===== src/rtl/evm_ballot_unit.sv =====
// Voter-side controller for the EVM control unit: admits one voter at a time,
// debounces the three candidate buttons, issues a single vote pulse, then at
// close of poll sequences the tally readout and audits it against shadow counts.
module evm_ballot_unit #(
    parameter int unsigned WIDTH       = 7,
    parameter int unsigned DEBOUNCE    = 4,
    parameter int unsigned ACK_TIMEOUT = 16
) (
    input  logic             clk,
    input  logic             rst,
    input  logic             enable_voter,
    input  logic             close_session,
    input  logic [2:0]       button,
    input  logic             voting_in_progress,
    input  logic             voting_done,
    input  logic             invalid_results,
    input  logic [1:0]       candidate_name,
    input  logic [WIDTH-1:0] results,
    output logic             candidate_ready,
    output logic             vote_candidate_1,
    output logic             vote_candidate_2,
    output logic             vote_candidate_3,
    output logic             voting_session_done,
    output logic [1:0]       display_results,
    output logic             display_winner,
    output logic             vote_recorded,
    output logic             busy,
    output logic [WIDTH-1:0] tally_1,
    output logic [WIDTH-1:0] tally_2,
    output logic [WIDTH-1:0] tally_3,
    output logic [1:0]       winner,
    output logic             tie,
    output logic             audit_mismatch,
    output logic             tally_valid,
    output logic             fault
);

    localparam int unsigned DBW = $clog2(DEBOUNCE + 1);
    localparam int unsigned TW  = $clog2(ACK_TIMEOUT + DEBOUNCE + 1);
    localparam logic [DBW-1:0] DB_MAX  = DBW'(DEBOUNCE);
    localparam logic [TW-1:0]  TO_LAST = TW'(ACK_TIMEOUT - 1);
    localparam logic [TW-1:0]  RL_LAST = TW'(DEBOUNCE - 1);

    localparam logic [3:0] IDLE     = 4'd0;
    localparam logic [3:0] ARM      = 4'd1;
    localparam logic [3:0] WAIT_VIP = 4'd2;
    localparam logic [3:0] WAIT_BTN = 4'd3;
    localparam logic [3:0] VOTE     = 4'd4;
    localparam logic [3:0] WAIT_ACK = 4'd5;
    localparam logic [3:0] RELEASE  = 4'd6;
    localparam logic [3:0] CLOSE    = 4'd7;
    localparam logic [3:0] READ     = 4'd8;
    localparam logic [3:0] DONE     = 4'd9;
    localparam logic [3:0] FAULT    = 4'd10;

    logic [3:0]                 state_q, state_d;
    logic [TW-1:0]              timer_q, timer_d;
    logic [2:0][DBW-1:0]        db_q, db_d;
    logic                       lock_q, lock_d;
    logic [2:0]                 sel_q, sel_d;
    logic                       close_pending_q, close_pending_d;
    logic [2:0]                 rd_cnt_q, rd_cnt_d;
    logic [2:0][WIDTH-1:0]      shadow_q, shadow_d;
    logic [2:0][WIDTH-1:0]      tally_q, tally_d;
    logic [1:0]                 winner_q, winner_d;
    logic                       tie_q, tie_d;
    logic                       vote_recorded_d;
    logic [2:0]                 stable;
    logic                       multi;

    assign multi = (button[0] & button[1]) | (button[0] & button[2]) | (button[1] & button[2]);

    assign tally_1 = tally_q[0];
    assign tally_2 = tally_q[1];
    assign tally_3 = tally_q[2];
    assign winner  = winner_q;
    assign tie     = tie_q;

    // Next-state, debounce, shadow-count and readout-capture logic
    always_comb begin
        state_d         = state_q;
        timer_d         = timer_q + TW'(1);
        db_d            = db_q;
        lock_d          = lock_q;
        sel_d           = sel_q;
        close_pending_d = close_pending_q | close_session;
        rd_cnt_d        = rd_cnt_q;
        shadow_d        = shadow_q;
        tally_d         = tally_q;
        winner_d        = winner_q;
        tie_d           = tie_q;
        vote_recorded_d = 1'b0;
        stable          = 3'b000;
        for (int i = 0; i < 3; i++) begin
            stable[i] = (db_q[i] == DB_MAX);
        end

        case (state_q)
            IDLE: begin
                // A close request beats a simultaneous voter admission
                if (close_pending_q || close_session) state_d = CLOSE;
                else if (enable_voter)                state_d = ARM;
            end
            ARM: state_d = WAIT_VIP;
            WAIT_VIP: begin
                if (voting_in_progress)      state_d = WAIT_BTN;
                else if (timer_q == TO_LAST) state_d = FAULT;
            end
            WAIT_BTN: begin
                // Multiple presses lock out voting until every button is released
                if (multi || (lock_q && button != 3'b000)) begin
                    lock_d = 1'b1;
                    db_d   = '0;
                end else begin
                    lock_d = 1'b0;
                    for (int i = 0; i < 3; i++) begin
                        if (!button[i])            db_d[i] = '0;
                        else if (db_q[i] != DB_MAX) db_d[i] = db_q[i] + DBW'(1);
                    end
                    if ((button & stable) != 3'b000) begin
                        sel_d   = button;
                        state_d = VOTE;
                    end
                end
            end
            VOTE: state_d = WAIT_ACK;
            WAIT_ACK: begin
                if (!voting_in_progress) begin
                    vote_recorded_d = 1'b1;
                    for (int i = 0; i < 3; i++) begin
                        if (sel_q[i]) shadow_d[i] = shadow_q[i] + WIDTH'(1);
                    end
                    state_d = RELEASE;
                end else if (timer_q == TO_LAST) begin
                    state_d = FAULT;
                end
            end
            RELEASE: begin
                // Timer counts consecutive all-released cycles here
                if (button != 3'b000)        timer_d = '0;
                else if (timer_q == RL_LAST) state_d = IDLE;
            end
            CLOSE: begin
                // Waiting on voting_done is an EVM response, so it is timed too
                if (voting_done) begin
                    state_d         = READ;
                    close_pending_d = close_session;
                    rd_cnt_d        = '0;
                end else if (timer_q == TO_LAST) begin
                    state_d = FAULT;
                end
            end
            READ: begin
                rd_cnt_d = rd_cnt_q + 3'd1;
                if (rd_cnt_q[0]) begin
                    case (rd_cnt_q[2:1])
                        2'd0:    tally_d[0] = results;
                        2'd1:    tally_d[1] = results;
                        2'd2:    tally_d[2] = results;
                        default: begin
                            winner_d = candidate_name;
                            tie_d    = invalid_results;
                            state_d  = DONE;
                        end
                    endcase
                end
            end
            DONE:    ;
            FAULT:   ;
            default: state_d = IDLE;
        endcase

        if (state_d != state_q) timer_d = '0;
        if (state_d != WAIT_BTN) begin
            db_d   = '0;
            lock_d = 1'b0;
        end
    end

    // State and registered outputs, all decoded from the next state
    always_ff @(posedge clk) begin
        if (rst) begin
            state_q             <= IDLE;
            timer_q             <= '0;
            db_q                <= '0;
            lock_q              <= 1'b0;
            sel_q               <= 3'b000;
            close_pending_q     <= 1'b0;
            rd_cnt_q            <= '0;
            shadow_q            <= '0;
            tally_q             <= '0;
            winner_q            <= 2'b00;
            tie_q               <= 1'b0;
            candidate_ready     <= 1'b0;
            vote_candidate_1    <= 1'b0;
            vote_candidate_2    <= 1'b0;
            vote_candidate_3    <= 1'b0;
            voting_session_done <= 1'b0;
            display_results     <= 2'b00;
            display_winner      <= 1'b0;
            vote_recorded       <= 1'b0;
            busy                <= 1'b0;
            audit_mismatch      <= 1'b0;
            tally_valid         <= 1'b0;
            fault               <= 1'b0;
        end else begin
            state_q             <= state_d;
            timer_q             <= timer_d;
            db_q                <= db_d;
            lock_q              <= lock_d;
            sel_q               <= sel_d;
            close_pending_q     <= close_pending_d;
            rd_cnt_q            <= rd_cnt_d;
            shadow_q            <= shadow_d;
            tally_q             <= tally_d;
            winner_q            <= winner_d;
            tie_q               <= tie_d;
            candidate_ready     <= (state_d == ARM);
            vote_candidate_1    <= (state_d == VOTE) && sel_d[0];
            vote_candidate_2    <= (state_d == VOTE) && sel_d[1];
            vote_candidate_3    <= (state_d == VOTE) && sel_d[2];
            voting_session_done <= (state_d == CLOSE);
            display_results     <= (state_d == READ && rd_cnt_d[2:1] != 2'd3) ?
                                   rd_cnt_d[2:1] : 2'b00;
            display_winner      <= (state_d == READ) && (rd_cnt_d[2:1] == 2'd3);
            vote_recorded       <= vote_recorded_d;
            busy                <= (state_d == WAIT_VIP) || (state_d == WAIT_BTN) ||
                                   (state_d == VOTE) || (state_d == WAIT_ACK) ||
                                   (state_d == RELEASE);
            audit_mismatch      <= (state_d == DONE) && !tie_d && (tally_d != shadow_d);
            tally_valid         <= (state_d == DONE);
            fault               <= (state_d == FAULT);
        end
    end

endmodule


===== config.mk =====
export PLATFORM = sky130hd
export DESIGN_NAME = evm_ballot_unit
export DESIGN_NICKNAME = d
export VERILOG_FILES = /design/src/rtl/evm_ballot_unit.sv
export SDC_FILE = /design/constraint.sdc
export NUM_CORES = 1
export LEC_CHECK = 0
export ABC_AREA = 1
export CAP_MARGIN = 20
export CELL_PAD_IN_SITES_DETAIL_PLACEMENT = 1
export CELL_PAD_IN_SITES_GLOBAL_PLACEMENT = 2
export CORE_MARGIN = 2
export CORE_UTILIZATION = 30
export DETAILED_ROUTE_END_ITERATION = 16
export PLACE_DENSITY = 0.86
export SYNTH_ARGS = -nofsm -noshare
export SYNTH_HDL_FRONTEND = slang
export SYNTH_SLANG_ARGS = --single-unit
export TNS_END_PERCENT = 5

===== constraint.sdc =====
create_clock -name clk -period 2.29 [get_ports clk]
set_input_delay 0.687 -clock clk [delete_from_list [all_inputs] [get_ports clk]]
set_output_delay 0.687 -clock clk [all_outputs]
set_load 0.05 [all_outputs]

==> results of run 1 <==
## final cells by class
type,instances,share of cell area
clock buffers,11,0.0376
repair buffers,118,0.169
flip-flops and latches,84,0.272
inverters,117,0.0710
well taps,188,0.0380
multi-input cells,501,0.400
clock inverters,4,0.0121
## worst min path at each step
stage	end	start	cells past startpoint
6_report	db_q[5]$_SDFFE_PP0P_	db_q[5]$_SDFFE_PP0P_	1
4_1_cts	db_q[6]$_SDFFE_PP0P_	db_q[6]$_SDFFE_PP0P_	2
5_1_grt	db_q[4]$_SDFFE_PP0P_	db_q[4]$_SDFFE_PP0P_	2
2_1_floorplan	db_q[5]$_SDFFE_PP0P_	db_q[5]$_SDFFE_PP0P_	1
3_3_place_gp	db_q[5]$_SDFFE_PP0P_	db_q[5]$_SDFFE_PP0P_	1
3_5_place_dp	db_q[6]$_SDFFE_PP0P_	db_q[6]$_SDFFE_PP0P_	2
## layer usage
layer / up-vias / GRT usage / share of wire
met2: 60 / 0.357 / 0.52
met5: - / 0 / 0
li1: 2472 / - / -
met3: 21 / 0.0263 / 0.027
met1: 2300 / 0.219 / 0.43
met4: 0 / 0.0685 / 0.019
## where the power goes
part	internal (mW)	switching (mW)	total [mW]
Clock	0.951	0.628	1.58
Sequential	1.52	0.0531	1.57
Combinational	0.387	0.718	1.11
Total	2.86	1.40	4.26
## synth_stat cells
cell / n
sky130_fd_sc_hd__buf_2: 1
sky130_fd_sc_hd__nand3b_1: 6
sky130_fd_sc_hd__o211ai_1: 2
sky130_fd_sc_hd__or2_2: 3
sky130_fd_sc_hd__nand2_2: 8
sky130_fd_sc_hd__o21a_1: 1
sky130_fd_sc_hd__a211oi_1: 3
sky130_fd_sc_hd__o21ai_1: 5
sky130_fd_sc_hd__o21ai_0: 11
sky130_fd_sc_hd__xor2_1: 5
sky130_fd_sc_hd__a21boi_0: 1
sky130_fd_sc_hd__mux2i_1: 1
sky130_fd_sc_hd__nor3_1: 7
sky130_fd_sc_hd__inv_2: 6
sky130_fd_sc_hd__clkinv_1: 1
sky130_fd_sc_hd__nor3_4: 1
sky130_fd_sc_hd__nand4_1: 12
sky130_fd_sc_hd__xnor2_1: 1
sky130_fd_sc_hd__o2111ai_1: 1
sky130_fd_sc_hd__nor2_4: 4
sky130_fd_sc_hd__nor2_1: 92
sky130_fd_sc_hd__a21oi_1: 34
sky130_fd_sc_hd__clkbuf_1: 6
sky130_fd_sc_hd__ha_1: 12
sky130_fd_sc_hd__o2bb2ai_1: 1
sky130_fd_sc_hd__nand2_1: 203
sky130_fd_sc_hd__nor3_2: 2
sky130_fd_sc_hd__nor4_2: 1
sky130_fd_sc_hd__o22ai_1: 3
sky130_fd_sc_hd__buf_6: 5
sky130_fd_sc_hd__inv_1: 110
sky130_fd_sc_hd__nor2_2: 6
sky130_fd_sc_hd__a21boi_1: 1
sky130_fd_sc_hd__nand3_1: 71
sky130_fd_sc_hd__dfxtp_1: 84
sky130_fd_sc_hd__o311ai_0: 1
sky130_fd_sc_hd__o21ai_2: 2
## per-stage QoR
stage,hold slack [ns],area (µm²),worst slack [ns],instances,utilization
final,0.484,6190,0.0634,1023,0.410
after floorplan,0.440,4610,0.479,714,-
after global routing,0.519,6190,-0.0129,1023,0.410
after CTS,0.490,6110,0.00329,1022,0.405
after detailed placement,0.480,5800,-0.536,1007,0.384
after global placement,0.452,5800,-0.542,1007,0.384
## state kept, by name, indices dropped and copies added, names as in the netlist, 2 cells and up
register / flops
state_q: 4
timer_q: 5
sel_q: 3
display_results: 2
tally_3: 7
rd_cnt_q: 3
shadow_q: 21
winner: 2
tally_2: 7
tally_1: 7
db_q: 9
## logic make-up (layout without fill, tap and decap cells)
logic type,Yosys count,in the layout
compound gates,66,66
simple gates,416,416
mux,1,1
fa+ha+maj,12,12
buf+inv,129,250
xor+xnor,6,6
flops,84,84
## timing repair
| item | in CTS | in global routing |
|---|---|---|
| endpoints found under the setup margin | 2 | 17 |
| buffers inserted | 0 | 1 |
| hold buffers | 0 | 0 |
| gates resized for setup | 6 | 21 |
| pin swaps | 0 | 6 |
==> reports/summary.md, run 1 <==
## Status
• result of the run: finished clean

## Worst setup path
• cell at the slowest stage of the critical path: sky130_fd_sc_hd__clkdlybuf4s50_1
• critical path class: reg2out
• capture instance of the worst register-to-register path: audit_mismatch$_SDFF_PP0_
• highest net fanout along the worst path: 2
• origin of the critical flop-to-flop path: state_q[1]$_SDFF_PP0_
• CP startpoint kind: flip-flop
• cell depth of the worst setup path: 1
• Crit. End Element: primary output
• worst setup path end: tie
• list of cells traversed by the critical path: clkdlybuf4s50_1
• family of cells with the greatest summed delay on the critical path: buffers and inverters
• arrival time of data at the critical path endpoint: 1.54 ns
• Bufs and invs on worst path: 1
• crit path from: tie$_SDFF_PP0_
• endpoint required time on the critical path: 1.60 ns
• reg-to-reg setup timing slack: 0.19 ns
• R2R cell count: 14
• crit-path max cell delay: 0.82 ns

## STA
• portion of the clock cycle consumed by the worst path in the final layout: 0.972
• fmax: 449 MHz
• final max-slew violation count: 0
• clock period minus worst slack: 2.23 ns
• setup violators final: 0
• slew at the pin closest to its max-slew limit: 0.514 ns
• Rel. slew slack: 0.656
• clock skew: 0.00799 ns
• RSZ-0062 raised after global routing: yes
• Sum Neg Setup Slack: 0 ns
• number of endpoints with negative hold slack in the final report: 0

## Layout
• number of filler instances in the final layout: 1955
• synth-to-layout area growth: 34.2%
• FF+latch area: 0.00168 mm²
• highest-count cells in the layout ignoring fill and taps: 199 x sky130_fd_sc_hd__nand2_1, 108 x sky130_fd_sc_hd__inv_1, 88 x sky130_fd_sc_hd__nor2_1
• n_diodes: 0
• area used by multi-input combinational logic: 0.00247 mm²
• share of post-route cells with drive strength above 1: 0.157
• net total in the final layout: 862
• most common cell after layout, fill and taps aside: sky130_fd_sc_hd__nand2_1

## Power
• Peak VDD IR: 0.398 mV
• PwrDens: 688 mW/mm²
• standby leakage power: 2.84 nW
• power consumption: 4.26 mW

## Die
• area of the core region: 0.0151 mm²
• Die ar.: 0.0164 mm²
• number of placement rows: 45
• starting utilization of the core area: 0.305
• height of the chip: 128 µm
• top-level I/O count: 56
• horizontal extent of the die: 128 µm

## Drt
• number of antenna-violating nets in the routed design: 0
• WL final: 15000 µm
• via count: 4853
• DRC violation count after routing: 0
• average wire per cell in the routed design: 14.6 µm
• mean number of vias per cell: 4.74
• number of optimization iterations in the first detailed-route pass: 4
• drt first-iter violations: 135

## Clocking
• number of buffers created by CTS: 9
• clock slew seen by the registers of the worst setup and hold paths: 0.07 ns
• maximum count of clock buffers along a single path: 2
• CTS tree: done
• Clk Latency, worst-skew pair: 0.35 ns
• CTS Sinks: 84
• deepest level of the CTS H-tree: 3
• clock tree root driver cell: sky130_fd_sc_hd__clkbuf_16

## Placement
• final RePlAce weighted congestion: 0.849
• detailed placement HPWL: 12000 µm
• count of input and output buffers: 55

## Logic synthesis
• combinational family with the most area after synthesis: simple AND/OR/NAND/NOR gates
• summed instance area of the synthesized netlist: 0.00461 mm²
• top-area cell type share of the netlist area: 0.365
• Synth Area in XOR/XNOR: 0.0114
• cells after synthesis: 714
• synthesized-area fraction occupied by ao, oa, aoi and oai cells: 0.0809
• number of distinct library cell variants in the gate-level netlist after synthesis: 37
• Post-Synthesis Mean Instance Area: 6.45 µm²
• area leader, netlist: sky130_fd_sc_hd__dfxtp_1
• mux contribution to synthesized area: 0.00217
• post-synthesis sequential area ratio: 0.365
• number of synthesized register bits: 84
• top post-synthesis cells by area: sky130_fd_sc_hd__dfxtp_1 36%, sky130_fd_sc_hd__nand2_1 17%, sky130_fd_sc_hd__inv_1 9.0%
• post-synthesis net count: 745
• post-synthesis share of cell area spent on full adders, half adders and majority gates: 0.0326
• share of synthesized cell area in and, or, nand and nor gates: 0.395
• YS warnings: 0

## Global route
• antenna violations before repair: 0
• aggregate global routing overflow: 0
• overall track demand over capacity in global routing: 0.190
• largest net degree at the start of global routing: 19
• vias in the first global route: 5168
• global-route wire length before repair: 24500 µm

## Min path
• HP Class: reg2reg

## Run
• max-capacitance violation count: 0

Power figures use the tool's default switching activity.
==> inputs of run 2 (changes only) <==
- ABC_AREA: 1 -> unset
- CORE_UTILIZATION: 30 -> 33
==> reports/summary.md, run 2 <==
## Logic synthesis
• Post-Synthesis Mean Instance Area: 9.06 µm²
• summed instance area of the synthesized netlist: 0.00393 mm²
• dominant register cell in the synthesized netlist: sky130_fd_sc_hd__dfxtp_1
• post-synthesis net count: 465
• area leader, netlist: sky130_fd_sc_hd__dfxtp_1
• cells after synthesis: 434
• YS warnings: 0
• number of enable flip-flop cells after synthesis: 0
• post-synthesis sequential area ratio: 0.428
• dominant cell by count in the synthesized netlist: sky130_fd_sc_hd__nor2_1
• top-area cell type share of the netlist area: 0.428
• number of distinct library cell variants in the gate-level netlist after synthesis: 54
• ranking of synthesized cells by instance count: 85 x sky130_fd_sc_hd__nor2_1, 84 x sky130_fd_sc_hd__dfxtp_1, 32 x sky130_fd_sc_hd__mux2i_1, 22 x sky130_fd_sc_hd__xnor2_1
• number of synthesized register bits: 84
• top post-synthesis cells by area: sky130_fd_sc_hd__dfxtp_1 43%, sky130_fd_sc_hd__mux2i_1 8.2%, sky130_fd_sc_hd__nor2_1 8.1%
• share of flip-flops with an asynchronous set or reset: 0

## Worst setup path
• CP startpoint kind: input pin
• Crit. End Element: flip-flop
• endpoint required time on the critical path: 2.56 ns
• arrival time of data at the critical path endpoint: 2.64 ns
• critical path class: in2reg
• highest net fanout along the worst path: 4
• reg-to-reg setup timing slack: -0.04 ns

## Layout
• share of post-route cells with drive strength above 1: 0.270
• FF+latch area: 0.00168 mm²
• n_diodes: 0
• register containing the most flip-flops in the final layout: shadow_q
• highest-count cells in the layout ignoring fill and taps: 82 x sky130_fd_sc_hd__nor2_1, 82 x sky130_fd_sc_hd__dfxtp_1, 72 x sky130_fd_sc_hd__buf_4
• synth-to-layout area growth: 48.0%
• post-route cell area: 0.00582 mm²
• number of filler instances in the final layout: 1304
• area used by multi-input combinational logic: 0.00244 mm²
• max FFs per register: 21
• net total in the final layout: 589
• biggest regs: shadow_q (21), db_q (9)

## Drt
• number of optimization iterations in the first detailed-route pass: 10
• WL final: 12300 µm
• average wire per cell in the routed design: 17.4 µm
• DRC violation count after routing: 4
• drt first-iter violations: 156
• mean number of vias per cell: 5.07
• number of antenna-violating nets in the routed design: 0
• via count: 3580

## Clocking
• CTS tree: done
• clock slew seen by the registers of the worst setup and hold paths: 0.06 ns
• clock tree root driver cell: sky130_fd_sc_hd__clkbuf_16
• number of buffers created by CTS: 9
• CTS Sinks: 84
• Clk Latency, worst-skew pair: 0.34 ns
• maximum count of clock buffers along a single path: 2
• hold_buf cts: 0
• deepest level of the CTS H-tree: 3

## STA
• final max-slew violation count: 0
• number of endpoints with negative hold slack in the final report: 0
• fmax: 422 MHz
• Rel. slew slack: 0.649
• portion of the clock cycle consumed by the worst path in the final layout: 1.03
• worst setup slack after layout: -0.0787 ns
• Sum Neg Setup Slack: -0.278 ns
• slew at the pin closest to its max-slew limit: 0.526 ns
• clock period minus worst slack: 2.37 ns
• setup violators final: 9
• clock skew: 0.00805 ns
• RSZ-0062 raised after global routing: yes

## Placement
• count of input and output buffers: 55
• total cell area at the placement stage: 0.00510 mm²
• final RePlAce weighted congestion: 0.811
• detailed placement HPWL: 8470 µm
• pre-CTS WS: -0.829 ns

## Global route
• largest net degree at the start of global routing: 35
• antenna violations before repair: 0
• aggregate global routing overflow: 0
• vias in the first global route: 3838
• global-route wire length before repair: 19600 µm
• overall track demand over capacity in global routing: 0.194

## Die
• horizontal extent of the die: 113 µm
• Die ar.: 0.0128 mm²
• height of the chip: 113 µm
• starting utilization of the core area: 0.341
• area of the core region: 0.0115 mm²
• top-level I/O count: 56
• number of placement rows: 39

## Status
• violated checks: DRC, setup timing
• result of the run: complete, but fails checks

## Run
• max-capacitance violation count: 0

## Power
• standby leakage power: 2.31 nW
• Peak VDD IR: 0.340 mV
• PwrDens: 777 mW/mm²

## Min path
• HP Class: reg2reg

## run 2: path summary, 6_finish.rpt
path | from | endpoint | depth (start not counted)
max | button[0] | display_results[0]$_SDFF_PP0_ | 8
min | winner[1]$_SDFFE_PP0P_ | winner[1]$_SDFFE_PP0P_ | 2
max reg2reg | state_q[0]$_SDFF_PP0_ | audit_mismatch$_SDFF_PP0_ | 8
min reg2reg | winner[1]$_SDFFE_PP0P_ | winner[1]$_SDFFE_PP0P_ | 2
## run 2: final cells by class
cell class                 instances  share of cell area
clock buffer                      11              0.0400
tap                              143              0.0308
clock inverter                     5              0.0108
inverter                          13             0.00839
multi-input combinational        317               0.420
timing repair buffer             133               0.201
sequential                        84               0.289
## run 2: per-layer routing
layer	part of all wire	global-route usage	vias to the layer above
met5	0	0	-
met4	0.027	0.0878	0
met2	0.51	0.335	64
met3	0.028	0.0337	23
li1	-	-	1746
met1	0.44	0.237	1747
## run 2: repair_timing
action                                  in CTS  in global routing
endpoints found under the setup margin      33                 21
pin swaps                                   12                 10
hold endpoints to repair                     0                  0
buffers inserted                             5                  9
gates resized for setup                     41                 32
cloned                                       1                  0
## run 2: per-stage QoR
| stage | power (mW) | hold WS, ns | std cells | util |
|---|---|---|---|---|
| after CTS | 4.27 | 0.509 | 698 | 0.486 |
| after detailed placement | 2.66 | 0.479 | 676 | 0.443 |
| after global routing | 4.73 | 0.543 | 706 | 0.505 |
| after global placement | 2.63 | 0.465 | 676 | 0.443 |
| after floorplan | 2.21 | 0.418 | 434 | - |
| final | 4.52 | 0.506 | 706 | 0.505 |
## run 2: cells by family after synthesis
family | after synthesis | share of synthesized area
xor gates and xnor gates | 43 | 0.0993
AOI/OAI and AO/OA | 37 | 0.0595
DFF | 84 | 0.428
and+or+nand+nor | 191 | 0.251
adders and majority gates | 13 | 0.0408
buffers and inverters | 33 | 0.0369
muxes | 33 | 0.0844
## run 2: report_power, final
part / internal, mW / switching (mW)
logic: 0.675 / 0.814
clock network: 0.850 / 0.616
registers: 1.52 / 0.0429
## run 2: critical path, cell delays in order
cell	delay, ns
sky130_fd_sc_hd__dlygate4sd2_1	0.28
sky130_fd_sc_hd__or3_4	0.43
sky130_fd_sc_hd__o21ai_4	0.10
sky130_fd_sc_hd__a21oi_4	0.10
sky130_fd_sc_hd__nor4_4	0.39
sky130_fd_sc_hd__nor3b_4	0.30
sky130_fd_sc_hd__and2_4	0.19
sky130_fd_sc_hd__nor3b_2	0.16
